$ cat config.mk
export PLATFORM = sky130hd
export DESIGN_NAME = iccm_prog_ctrl
export DESIGN_NICKNAME = d
export VERILOG_FILES = /design/src/rtl/iccm_prog_ctrl.sv
export SDC_FILE = /design/constraint.sdc
export NUM_CORES = 1
export LEC_CHECK = 0
export ABC_CLOCK_PERIOD_IN_PS = 6500
export CELL_PAD_IN_SITES_DETAIL_PLACEMENT = 2
export CELL_PAD_IN_SITES_GLOBAL_PLACEMENT = 2
export CORE_UTILIZATION = 36
export CTS_CLUSTER_SIZE = 30
export DETAILED_ROUTE_END_ITERATION = 12
export MAX_ROUTING_LAYER = met4
export PLACE_DENSITY_LB_ADDON = 0.05
export SKIP_CTS_REPAIR_TIMING = 1
export SYNTH_ARGS = -nofsm -noshare
export SYNTH_HDL_FRONTEND = slang
export SYNTH_SLANG_ARGS = --single-unit
$ cat constraint.sdc
create_clock -name clk_i -period 6.5 [get_ports clk_i]
set_input_delay 1.3 -clock clk_i [delete_from_list [all_inputs] [get_ports clk_i]]
set_output_delay 1.3 -clock clk_i [all_outputs]
set_load 0.01 [all_outputs]
$ cat src/rtl/iccm_prog_ctrl.sv
// iccm_prog_ctrl: boot-time ICCM programming controller.
// Assembles little-endian 32-bit words from the UART rx byte stream and writes
// them to sequential ICCM word addresses. Holds the core in programming reset
// until the terminator word arrives, then releases it.
//
// Ports:
//   clk_i, rst_ni        clock, asynchronous active-low reset
//   rx_byte_i/rx_valid_i received UART byte and its one-cycle strobe
//   reprog_i             pulse; restarts programming from DONE
//   iccm_ctrl_addr_o     ICCM word address (AW bits)
//   iccm_ctrl_wdata_o    ICCM write data
//   iccm_ctrl_we_o       ICCM write strobe, one cycle per word
//   prog_rst_no          core programming reset, 0 = hold core
//   done_o               programming complete
//   err_o                sticky error (address overflow / checksum)
//
// Build option: define ICCM_PROG_CKSUM_EN to require a checksum word (XOR of
// all written words) after the terminator.
module iccm_prog_ctrl #(
    parameter int unsigned AW       = 12,
    parameter logic [31:0] END_WORD = 32'h0000_0FFF,
    parameter logic [15:0] TIMEOUT  = 16'd50000
) (
    input  logic          clk_i,
    input  logic          rst_ni,
    input  logic [7:0]    rx_byte_i,
    input  logic          rx_valid_i,
    input  logic          reprog_i,
    output logic [AW-1:0] iccm_ctrl_addr_o,
    output logic [31:0]   iccm_ctrl_wdata_o,
    output logic          iccm_ctrl_we_o,
    output logic          prog_rst_no,
    output logic          done_o,
    output logic          err_o
);

`ifdef ICCM_PROG_CKSUM_EN
    typedef enum logic [1:0] {LOAD, OVF, DONE, CHK} state_t;
`else
    typedef enum logic [1:0] {LOAD, OVF, DONE} state_t;
`endif

    state_t        state_q, state_d;
    logic [31:0]   shift_q, shift_d;
    logic [1:0]    byte_cnt_q, byte_cnt_d;
    logic [15:0]   idle_q, idle_d;
    logic [AW-1:0] addr_q, addr_d;
    logic [31:0]   wdata_q, wdata_d;
    logic          we_q, we_d;
    logic          prog_rst_n_q, prog_rst_n_d;
    logic          done_q, done_d;
    logic          err_q, err_d;
    // Set once the top address has been written; the address register then
    // holds instead of wrapping, and the next data word is an overflow.
    logic          top_written_q, top_written_d;
    logic [31:0]   full;
    logic          word_end;
`ifdef ICCM_PROG_CKSUM_EN
    logic [31:0]   cksum_q, cksum_d;
`endif

    always_comb begin
        state_d       = state_q;
        shift_d       = shift_q;
        byte_cnt_d    = byte_cnt_q;
        idle_d        = idle_q;
        addr_d        = addr_q;
        wdata_d       = wdata_q;
        we_d          = 1'b0;
        prog_rst_n_d  = prog_rst_n_q;
        done_d        = done_q;
        err_d         = err_q;
        top_written_d = top_written_q;
        full          = {rx_byte_i, shift_q[31:8]};
        word_end      = 1'b0;
`ifdef ICCM_PROG_CKSUM_EN
        cksum_d       = cksum_q;
`endif

        // Address advances after the write cycle.
        if (we_q) begin
            if (addr_q == '1) begin
                top_written_d = 1'b1;
            end else begin
                addr_d = addr_q + AW'(1);
            end
        end

        // Byte assembly and partial-word timeout; rx is ignored in DONE.
        if (state_q != DONE) begin
            if (rx_valid_i) begin
                shift_d = full;
                idle_d  = '0;
                if (byte_cnt_q == 2'd3) begin
                    byte_cnt_d = '0;
                    word_end   = 1'b1;
                end else begin
                    byte_cnt_d = byte_cnt_q + 2'd1;
                end
            end else if (byte_cnt_q != '0) begin
                if (idle_q != TIMEOUT) begin
                    idle_d = idle_q + 16'd1;
                end
                if (idle_d == TIMEOUT) begin
                    byte_cnt_d = '0;
                end
            end
        end

        if (word_end) begin
            case (state_q)
                LOAD, OVF: begin
                    if (full == END_WORD) begin
`ifdef ICCM_PROG_CKSUM_EN
                        state_d = CHK;
`else
                        state_d      = DONE;
                        prog_rst_n_d = 1'b1;
                        done_d       = 1'b1;
`endif
                    end else if (state_q == LOAD) begin
                        if (top_written_q) begin
                            err_d   = 1'b1;
                            state_d = OVF;
                        end else begin
                            we_d    = 1'b1;
                            wdata_d = full;
`ifdef ICCM_PROG_CKSUM_EN
                            cksum_d = cksum_q ^ full;
`endif
                        end
                    end
                end
`ifdef ICCM_PROG_CKSUM_EN
                CHK: begin
                    if (full != cksum_q) begin
                        err_d = 1'b1;
                    end
                    state_d      = DONE;
                    prog_rst_n_d = 1'b1;
                    done_d       = 1'b1;
                end
`endif
                default: ;
            endcase
        end

        if (state_q == DONE && reprog_i) begin
            state_d       = LOAD;
            prog_rst_n_d  = 1'b0;
            done_d        = 1'b0;
            err_d         = 1'b0;
            addr_d        = '0;
            byte_cnt_d    = '0;
            idle_d        = '0;
            top_written_d = 1'b0;
`ifdef ICCM_PROG_CKSUM_EN
            cksum_d       = '0;
`endif
        end
    end

    always_ff @(posedge clk_i or negedge rst_ni) begin
        if (!rst_ni) begin
            state_q       <= LOAD;
            shift_q       <= '0;
            byte_cnt_q    <= '0;
            idle_q        <= '0;
            addr_q        <= '0;
            wdata_q       <= '0;
            we_q          <= 1'b0;
            prog_rst_n_q  <= 1'b0;
            done_q        <= 1'b0;
            err_q         <= 1'b0;
            top_written_q <= 1'b0;
`ifdef ICCM_PROG_CKSUM_EN
            cksum_q       <= '0;
`endif
        end else begin
            state_q       <= state_d;
            shift_q       <= shift_d;
            byte_cnt_q    <= byte_cnt_d;
            idle_q        <= idle_d;
            addr_q        <= addr_d;
            wdata_q       <= wdata_d;
            we_q          <= we_d;
            prog_rst_n_q  <= prog_rst_n_d;
            done_q        <= done_d;
            err_q         <= err_d;
            top_written_q <= top_written_d;
`ifdef ICCM_PROG_CKSUM_EN
            cksum_q       <= cksum_d;
`endif
        end
    end

    assign iccm_ctrl_addr_o  = addr_q;
    assign iccm_ctrl_wdata_o = wdata_q;
    assign iccm_ctrl_we_o    = we_q;
    assign prog_rst_no       = prog_rst_n_q;
    assign done_o            = done_q;
    assign err_o             = err_q;

endmodule

==> flow_summary.toml, run 1 <==
[outcome]
status = "complete, no violations"

[route]
wl_per_cell_um = 18.9
drc = 0
wl_um = 10800
dr.pass1.iters = 4
routed.top_layer = "met4"
met2_length_um = 5240
m1WireLength_um = 5160
ant_nets = 0
drt-initial-drc-count = 109
num_vias = 3098
vias_per_cell = 5.41
wl_met3_um = 242

[cells_and_area]
final_nets = 443
antenna_cells = 0
areaGrowthSynthToFinish_pct = 24.1
fin_cells = 573
finish.instance_area_um2 = 5220
final_cell_mix = "dfrtp_1 (92), clkdlybuf4s50_1 (58), mux2_2 (56)"
layout_commonest_cell = "dfrtp_1"
layout-drive-gt1-share_pct = 19.1

[sta]
setup_viol = 0
period_share_pct = 58.6
tightestPinTransition_ps = 1130
period_minus_slack_ps = 3810
fin_skew_ps = 5.85
slew_violations = 0
clock.fmax_ghz = 0.263
hold_violations = 0
setup_tns_ps = 0
relSlewSlack_pct = 24.3
rsz0062_at_grt = "no"

[yosys]
ys.flop_type = "dfrtp_1"
synthArstFlopShare_pct = 100
synth-edff-count = 0
ys_warn_count = 0
syn_inst = 365
ys_ff_latch = 92
syn_area_per_cell_um2 = 11.5
synth_area_um2 = 4200
synth.distinct_cells = 48
seq_area_frac_synth_pct = 54.8
synth_fp_nets = 382

[critical_path]
cp-end-kind = "flop"
cp_max_fo = 28
worstSetupPathType = "input port to flop"
crit_path_start_kind = "input port"
crit_path_cell_trace = "clkdlybuf4s50_1, nor4b_1, nand4_1, nor4_1, inv_1, nand3_1, buf_4, mux2_2"
cp.depth = 8
slowest_delay_ps = 480
slowest_stage = "clkdlybuf4s50_1"
worstPathRequired_ps = 6730
path_buf_inv = 3
reg2reg_depth = 7
crit_family = "simple AND/OR/NAND/NOR gates"
cp.arrival_ps = 4040

[min_path]
hp-class = "flop to flop"
whs_path_depth = 1

[power_and_ir_drop]
p_comb_share_pct = 13.3
p_sw_share_pct = 27.6
p_leak_uw = 0.00222
p_int_uw = 970
power.switching_uw = 370
pwr-share-clk_pct = 37.4
p_per_area_nw_per_um2 = 257
irDropWorstVdd_uv = 124
p_seq_share_pct = 49.3

[global_route]
track_usage_pct = 20.1
grt_max_degree = 85
grt_overflow = 0
grt_first_pass_wirelength_um = 17500
antenna_found_initial = 0
grt_pass1_vias = 3266

[floorplan]
std_cell_rows = 39
start_util_pct = 36.8
coreArea_um2 = 11400
die_y_um = 110
die_w_um = 110
io_pins = 60
die-area_um2 = 12100

[job]
drv_cap = 0

[clock_tree]
h-tree-depth = 3
cts_sinks = 92
cts_tree = "done"
root_buffer = "clkbuf_16"
cts_max_path_buffers = 2
clkLatencyLatePin_ps = 340
cts_buffers = 9
clkTransAtPathRegs_ps = 60

[place]
hpwl_um = 7470
dp.cells = 558
dpl_cell_area_um2 = 4940
place_congestion = 0.754
portBuffers = 59
==> cells in the mapped netlist (2+ instances only) <==
master / instances / area, um^2
nand3_1: 10 / 50.1
ha_1: 5 / 62.6
mux2_2: 56 / 631
nand3b_1: 4 / 30.0
xnor2_1: 6 / 52.6
o21ai_0: 22 / 110
a41oi_1: 3 / 26.3
buf_2: 4 / 20.0
o41ai_1: 4 / 35.0
dfrtp_1: 92 / 2300
nand4_1: 13 / 81.3
mux2i_1: 3 / 30.0
clkbuf_1: 6 / 22.5
nand2_1: 24 / 90.1
and2_1: 3 / 18.8
a31oi_1: 3 / 18.8
a21o_1: 2 / 15.0
o31ai_1: 4 / 30.0
nor3_1: 9 / 45.0
nand4b_1: 2 / 17.5
nor2_1: 34 / 128
a21oi_1: 5 / 25.0
or3_1: 2 / 12.5
nor4b_1: 2 / 17.5
inv_1: 8 / 30.0
nor2b_1: 2 / 12.5
nor4_1: 8 / 50.1
xor2_1: 9 / 78.8
==> per-layer routing <==
metal  vias to the layer above  GRT usage, %
li1                       1437             -
met1                      1606          26.5
met2                        41          31.0
met3                        14          3.17
met4                         0          7.71
met5                         -             -
==> area by class of cell <==
class,count,area (um^2)
fill,1188,6200
tap,143,179
clock buffer,12,256
clock inverter,3,22.5
inverter,8,30.0
sequential,92,2300
timing repair buffer,64,626
multi-input combinational,251,1800
==> logic make-up (layout without fill, tap and decap cells) <==
| logic type | count (synthesis) | after routing | share of synthesized area, % |
|---|---|---|---|
| AO/OA/AOI/OAI | 49 | 49 | 7.35 |
| XOR/XNOR | 15 | 15 | 3.13 |
| adder cells (fa/ha/maj) | 5 | 5 | 1.49 |
| buffers and inverters | 22 | 87 | 2.38 |
| flip-flops | 92 | 92 | 54.8 |
| multiplexers | 59 | 59 | 15.7 |
| AND/OR/NAND/NOR | 123 | 123 | 15.2 |
==> through the flow <==
step                power [uW]  hold WS, ps  setup WS, ps  util [%]
finish                    1340          505          2690      45.7
global route              1410          522          2590      45.7
global placement           836          491          2400      43.3
detailed placement         852          495          2360      43.3
CTS                       1360          508          2690      45.7
floorplan                  764          469          3590         -
==> worst register-to-register path: stages, from the launching register on <==
cell and delay [ps]:
dfrtp_1 420, nor4_1 410, nand4_1 170, nor4_1 400, inv_1 150, nand3_1 260, buf_4 410, mux2_2 410
==> flip-flops by register name, indices dropped and copies added (netlist names) <==
signal and cells:
iccm_ctrl_we_o 1, state_q 2, byte_cnt_q 2, done_o 1, err_o 1, top_written_q 1, shift_q 24, iccm_ctrl_addr_o 12
iccm_ctrl_wdata_o 32, idle_q 16
==> power groups by stage <==
stage | Sequential, uW | Clock (uW) | Combinational [uW]
finish | 660 | 501 | 178
global route | 667 | 535 | 203
CTS | 661 | 519 | 183
detailed placement | 671 | 0 | 181
global placement | 667 | 0 | 169
floorplan | 653 | 0 | 111
==> final timing paths <==
path	endpoint	start	slack [ps]
hold / removal	iccm_ctrl_wdata_o[20]	iccm_ctrl_wdata_o[20]	500
hold reg to reg	iccm_ctrl_wdata_o[20]	iccm_ctrl_wdata_o[20]	500
setup / recovery	iccm_ctrl_wdata_o[25]	rx_byte_i[2]	2690
min in group asynchronous	idle_q[3]	rst_ni	770
max in group asynchronous	iccm_ctrl_wdata_o[24]	rst_ni	4430
setup reg to reg	iccm_ctrl_wdata_o[25]	shift_q[27]	3760
No activity file was read; power rests on OpenSTA's default activity.
==> inputs of run 2 (changes only) <==
--- a/config.mk
+++ b/config.mk
@@ -5,7 +5,7 @@
 export SDC_FILE = /design/constraint.sdc
 export NUM_CORES = 1
 export LEC_CHECK = 0
-export ABC_CLOCK_PERIOD_IN_PS = 6500
+export ABC_CLOCK_PERIOD_IN_PS = 3580
 export CELL_PAD_IN_SITES_DETAIL_PLACEMENT = 2
 export CELL_PAD_IN_SITES_GLOBAL_PLACEMENT = 2
 export CORE_UTILIZATION = 36
==> constraint.sdc (replaced) <==
create_clock -name clk_i -period 3.58 [get_ports clk_i]
set_input_delay 0.716 -clock clk_i [delete_from_list [all_inputs] [get_ports clk_i]]
set_output_delay 0.716 -clock clk_i [all_outputs]
set_load 0.01 [all_outputs]
==> flow_summary.toml, run 2 (synthesis results as in run 1) <==
[cells_and_area]
areaGrowthSynthToFinish_pct = 25.0
layout_commonest_cell = "dfrtp_1"
final_cell_mix = "dfrtp_1 (92), clkdlybuf4s50_1 (58), mux2_2 (56)"
fin_util_pct = 46.0
antenna_cells = 0
fill_cells = 1183
largest_reg_flops = 32
layout-drive-gt1-share_pct = 20.0
final_nets = 447

[clock_tree]
cts_max_path_buffers = 2
h-tree-depth = 3
root_buffer = "clkbuf_16"
clkTransAtPathRegs_ps = 70
cts_buffers = 9
cts_tree = "done"
clkLatencyLatePin_ps = 350
cts_sinks = 92

[critical_path]
r2r_slack_ps = 970
slowest_delay_ps = 450
rr_startpoint = "idle_q[3]"
worstPathRequired_ps = 3810
cp.arrival_ps = 2930
crit_path_cell_trace = "clkdlybuf4s50_1, nor4b_1, nand4_1, nor4_1, inv_1, nand3_1, buf_12, mux2_2"
crit_path_start_kind = "input port"
crit_start = "rx_byte_i[3]"
reg2reg_depth = 6
worstReg2RegEnd = "byte_cnt_q[1]"
cp-end-kind = "flop"
slowest_stage = "clkdlybuf4s50_1"
worstSetupPathType = "input port to flop"
cp_max_fo = 28
cp-endpoint = "iccm_ctrl_wdata_o[7]"

[floorplan]
io_pins = 60
coreArea_um2 = 11400
die_y_um = 110
die-area_um2 = 12100
start_util_pct = 36.8
std_cell_rows = 39
die_w_um = 110

[power_and_ir_drop]
total_power_uw = 2410
p_leak_uw = 0.00226
irDropWorstVdd_uv = 281
p_per_area_nw_per_um2 = 459

[route]
vias_per_cell = 5.28
dr.pass1.iters = 5
wl_um = 10600
drt-initial-drc-count = 84
drc = 0
ant_nets = 0
num_vias = 3052
wl_per_cell_um = 18.4

[sta]
setup_tns_ps = 0
slew_violations = 0
period_minus_slack_ps = 2690
hold_violations = 0
setup_viol = 0
period_share_pct = 75.2
clock.fmax_ghz = 0.371
tightestPinTransition_ps = 791
fin_skew_ps = 7.44
rsz0062_at_grt = "no"
relSlewSlack_pct = 46.8

[global_route]
grt_first_pass_wirelength_um = 16800
track_usage_pct = 19.4
grt_max_degree = 59
grt_pass1_vias = 3169
antenna_found_initial = 0
grt_overflow = 0

[min_path]
hp-class = "input port to asynchronous set/reset pin"

[outcome]
status = "complete, no violations"

[job]
drv_cap = 0

[place]
hpwl_um = 7490
portBuffers = 59
place_congestion = 0.781
[run 2: cell count changes in the layout (fill, tap and decap cells not counted), sizes merged]
| cell | delta |
|---|---|
| clkinv | +2 |
| clkbuf | -2 |
| buf | +4 |
| clkinvlp | -2 |
| inv | +3 |
[run 2: final cells by class]
cell class,instances,area (um^2),share of cell area (%)
multi-input cells,251,1800,34.3
inverters,8,30.0,0.572
repair buffers,68,668,12.7
flip-flops and latches,92,2300,43.8
clock buffers,10,229,4.36
well taps,143,179,3.41
clock inverters,6,43.8,0.834
[run 2: critical path: cells and delay by family]
| kind | cells | cell delay (ps) |
|---|---|---|
| mux | 1 | 360 |
| buf+inv | 3 | 780 |
| simple gates | 4 | 1060 |
[run 2: where the power goes]
part | switching [uW] | internal [uW] | leakage, uW | total, uW
Clock | 423 | 476 | 0.000134 | 899
Sequential | 84.0 | 1110 | 0.00116 | 1200
Combinational | 174 | 142 | 0.000968 | 316
[run 2: how the worst min path moves through the flow]
| stage | endpoint | slack [ps] | cells past startpoint |
|---|---|---|---|
| after detailed placement | iccm_ctrl_wdata_o[12] | 490 | 1 |
| after floorplan | byte_cnt_q[0] | 420 | 0 |
| after global routing | idle_q[11] | 500 | 1 |
| final | idle_q[8] | 440 | 1 |
| after CTS | state_q[1] | 470 | 1 |
| after global placement | iccm_ctrl_wdata_o[10] | 490 | 1 |
[run 2: layer usage]
| metal | vias up | GRT usage [%] | part of all wire, % |
|---|---|---|---|
| li1 | 1443 | - | - |
| met1 | 1558 | 25.6 | 49 |
| met2 | 42 | 29.3 | 46 |
| met3 | 9 | 5.35 | 3.1 |
| met4 | 0 | 5.43 | 1.1 |
| met5 | - | - | 0 |
[run 2: through the flow]
stage / area [um^2] / std cells / setup slack (ps) / hold WS [ps]
3_5_place_dp: 4980 / 562 / 505 / 493
5_1_grt: 5250 / 578 / 653 / 498
6_report: 5250 / 578 / 887 / 435
3_3_place_gp: 4980 / 562 / 525 / 491
2_1_floorplan: 4200 / 365 / 1250 / 420
4_1_cts: 5250 / 578 / 849 / 468
==> inputs of run 3 (changes only) <==
--- a/config.mk
+++ b/config.mk
@@ -5,10 +5,10 @@
 export SDC_FILE = /design/constraint.sdc
 export NUM_CORES = 1
 export LEC_CHECK = 0
-export ABC_CLOCK_PERIOD_IN_PS = 3580
+export ABC_CLOCK_PERIOD_IN_PS = 2430
 export CELL_PAD_IN_SITES_DETAIL_PLACEMENT = 2
 export CELL_PAD_IN_SITES_GLOBAL_PLACEMENT = 2
-export CORE_UTILIZATION = 36
+export CORE_UTILIZATION = 32
 export CTS_CLUSTER_SIZE = 30
 export DETAILED_ROUTE_END_ITERATION = 12
 export MAX_ROUTING_LAYER = met4
==> constraint.sdc (replaced) <==
create_clock -name clk_i -period 2.43 [get_ports clk_i]
set_input_delay 0.486 -clock clk_i [delete_from_list [all_inputs] [get_ports clk_i]]
set_output_delay 0.486 -clock clk_i [all_outputs]
set_load 0.01 [all_outputs]
==> flow_summary.toml, run 3 (synthesis results as in run 1) <==
[place]
place_ws_ps = -352
dpl_cell_area_um2 = 5200
hpwl_um = 8110
place_congestion = 0.720
portBuffers = 59

[global_route]
grt_overflow = 0
grt_first_pass_wirelength_um = 18400
grt_pass1_vias = 3488
track_usage_pct = 18.8
grt_max_degree = 40
antenna_found_initial = 0

[sta]
setup_viol = 0
slew_violations = 0
setup_tns_ps = 0
hold_violations = 0
period_minus_slack_ps = 2390
period_share_pct = 98.3
tightestPinTransition_ps = 540
relSlewSlack_pct = 64.0
worst_slack_ps = 40.4
clock.fmax_ghz = 0.418
fin_skew_ps = 5.75

[floorplan]
coreArea_um2 = 12700
io_pins = 60
start_util_pct = 33.0
die_y_um = 117
std_cell_rows = 41
die_w_um = 117
die-area_um2 = 13600

[route]
drt-initial-drc-count = 112
vias_per_cell = 5.10
ant_nets = 0
wl_um = 11400
num_vias = 3200
drc = 0
dr.pass1.iters = 5
wl_per_cell_um = 18.2

[cells_and_area]
antenna_cells = 0
final_cell_mix = "dfrtp_1 (92), clkdlybuf4s50_1 (58), mux2_2 (56)"
finish.instance_area_um2 = 5570
fin_util_pct = 43.8
largest_reg_flops = 32
final_nets = 469
layout-drive-gt1-share_pct = 25.7
layout_commonest_cell = "dfrtp_1"
areaGrowthSynthToFinish_pct = 32.5

[clock_tree]
root_buffer = "clkbuf_16"
cts_tree = "done"
h-tree-depth = 3
cts_max_path_buffers = 2
clkLatencyLatePin_ps = 340
clkTransAtPathRegs_ps = 60
cts_sinks = 92
cts_buffers = 9

[critical_path]
crit_start = "rx_byte_i[1]"
worstPathRequired_ps = 2660
cp_max_fo = 11
worstSetupPathType = "input port to flop"
rr_startpoint = "shift_q[28]"
cp.arrival_ps = 2620
cp-end-kind = "flop"
crit_path_start_kind = "input port"

[min_path]
hp-class = "input port to asynchronous set/reset pin"

[power_and_ir_drop]
p_leak_uw = 0.00240
total_power_uw = 3620
p_per_area_nw_per_um2 = 649
irDropWorstVdd_uv = 271

[outcome]
status = "complete, no violations"

[job]
drv_cap = 0
run 3: changes by cell type in the layout (fill, tap and decap cells not counted), moves of 2 or more:
cell	change
nor4_1	-2
clkbuf_8	+3
nor4b_2	+2
nor4_2	+2
buf_4	+18
buf_12	+2
nor4b_1	-2
inv_6	-3
run 3: worst paths after layout:
check | end | slack (ps) | cells after the start
min in group clk_i | iccm_ctrl_wdata_o[26] | 510 | 1
hold / removal | idle_q[2] | 110 | 1
setup reg to reg | iccm_ctrl_wdata_o[27] | 110 | 8
hold reg to reg | iccm_ctrl_wdata_o[26] | 510 | 1
max in group asynchronous | shift_q[17] | 1740 | 2
setup / recovery | iccm_ctrl_wdata_o[27] | 40 | 9
run 3: area by class of cell:
class                           instances  area (um^2)
Tap cell                              172          215
Inverter                                8         30.0
Fill cell                            1356         7150
Multi-Input combinational cell        251         1860
Clock inverter                          3         21.3
Sequential cell                        92         2300
Timing Repair Buffer                   90          880
Clock buffer                           12          267
run 3: critical path, cell delays in order:
cell	delay, ps
clkdlybuf4s50_1	440
nor4_1	260
buf_4	170
nand4_1	140
nor4_2	330
inv_1	130
nand3_4	140
buf_6	180
mux2_2	350
run 3: layer usage:
metal  global-route usage [%]  wire length, um
met4                     7.85              201
met2                     30.9             5740
met3                     2.49              193
met1                     23.2             5290
met5                        -                0
run 3: power breakdown:
group          internal (uW)  leakage (uW)  switching [uW]
Combinational            231       0.00110             265
Clock                    772      0.000141             586
Sequential              1640       0.00116             123
Total                   2640       0.00240             975
run 3: stage by stage:
step / hold WS, ps / instances
final: 111 / 628
after global routing: 144 / 628
after CTS: 127 / 627
after detailed placement: 499 / 612
after global placement: 494 / 612
after floorplan: 190 / 365
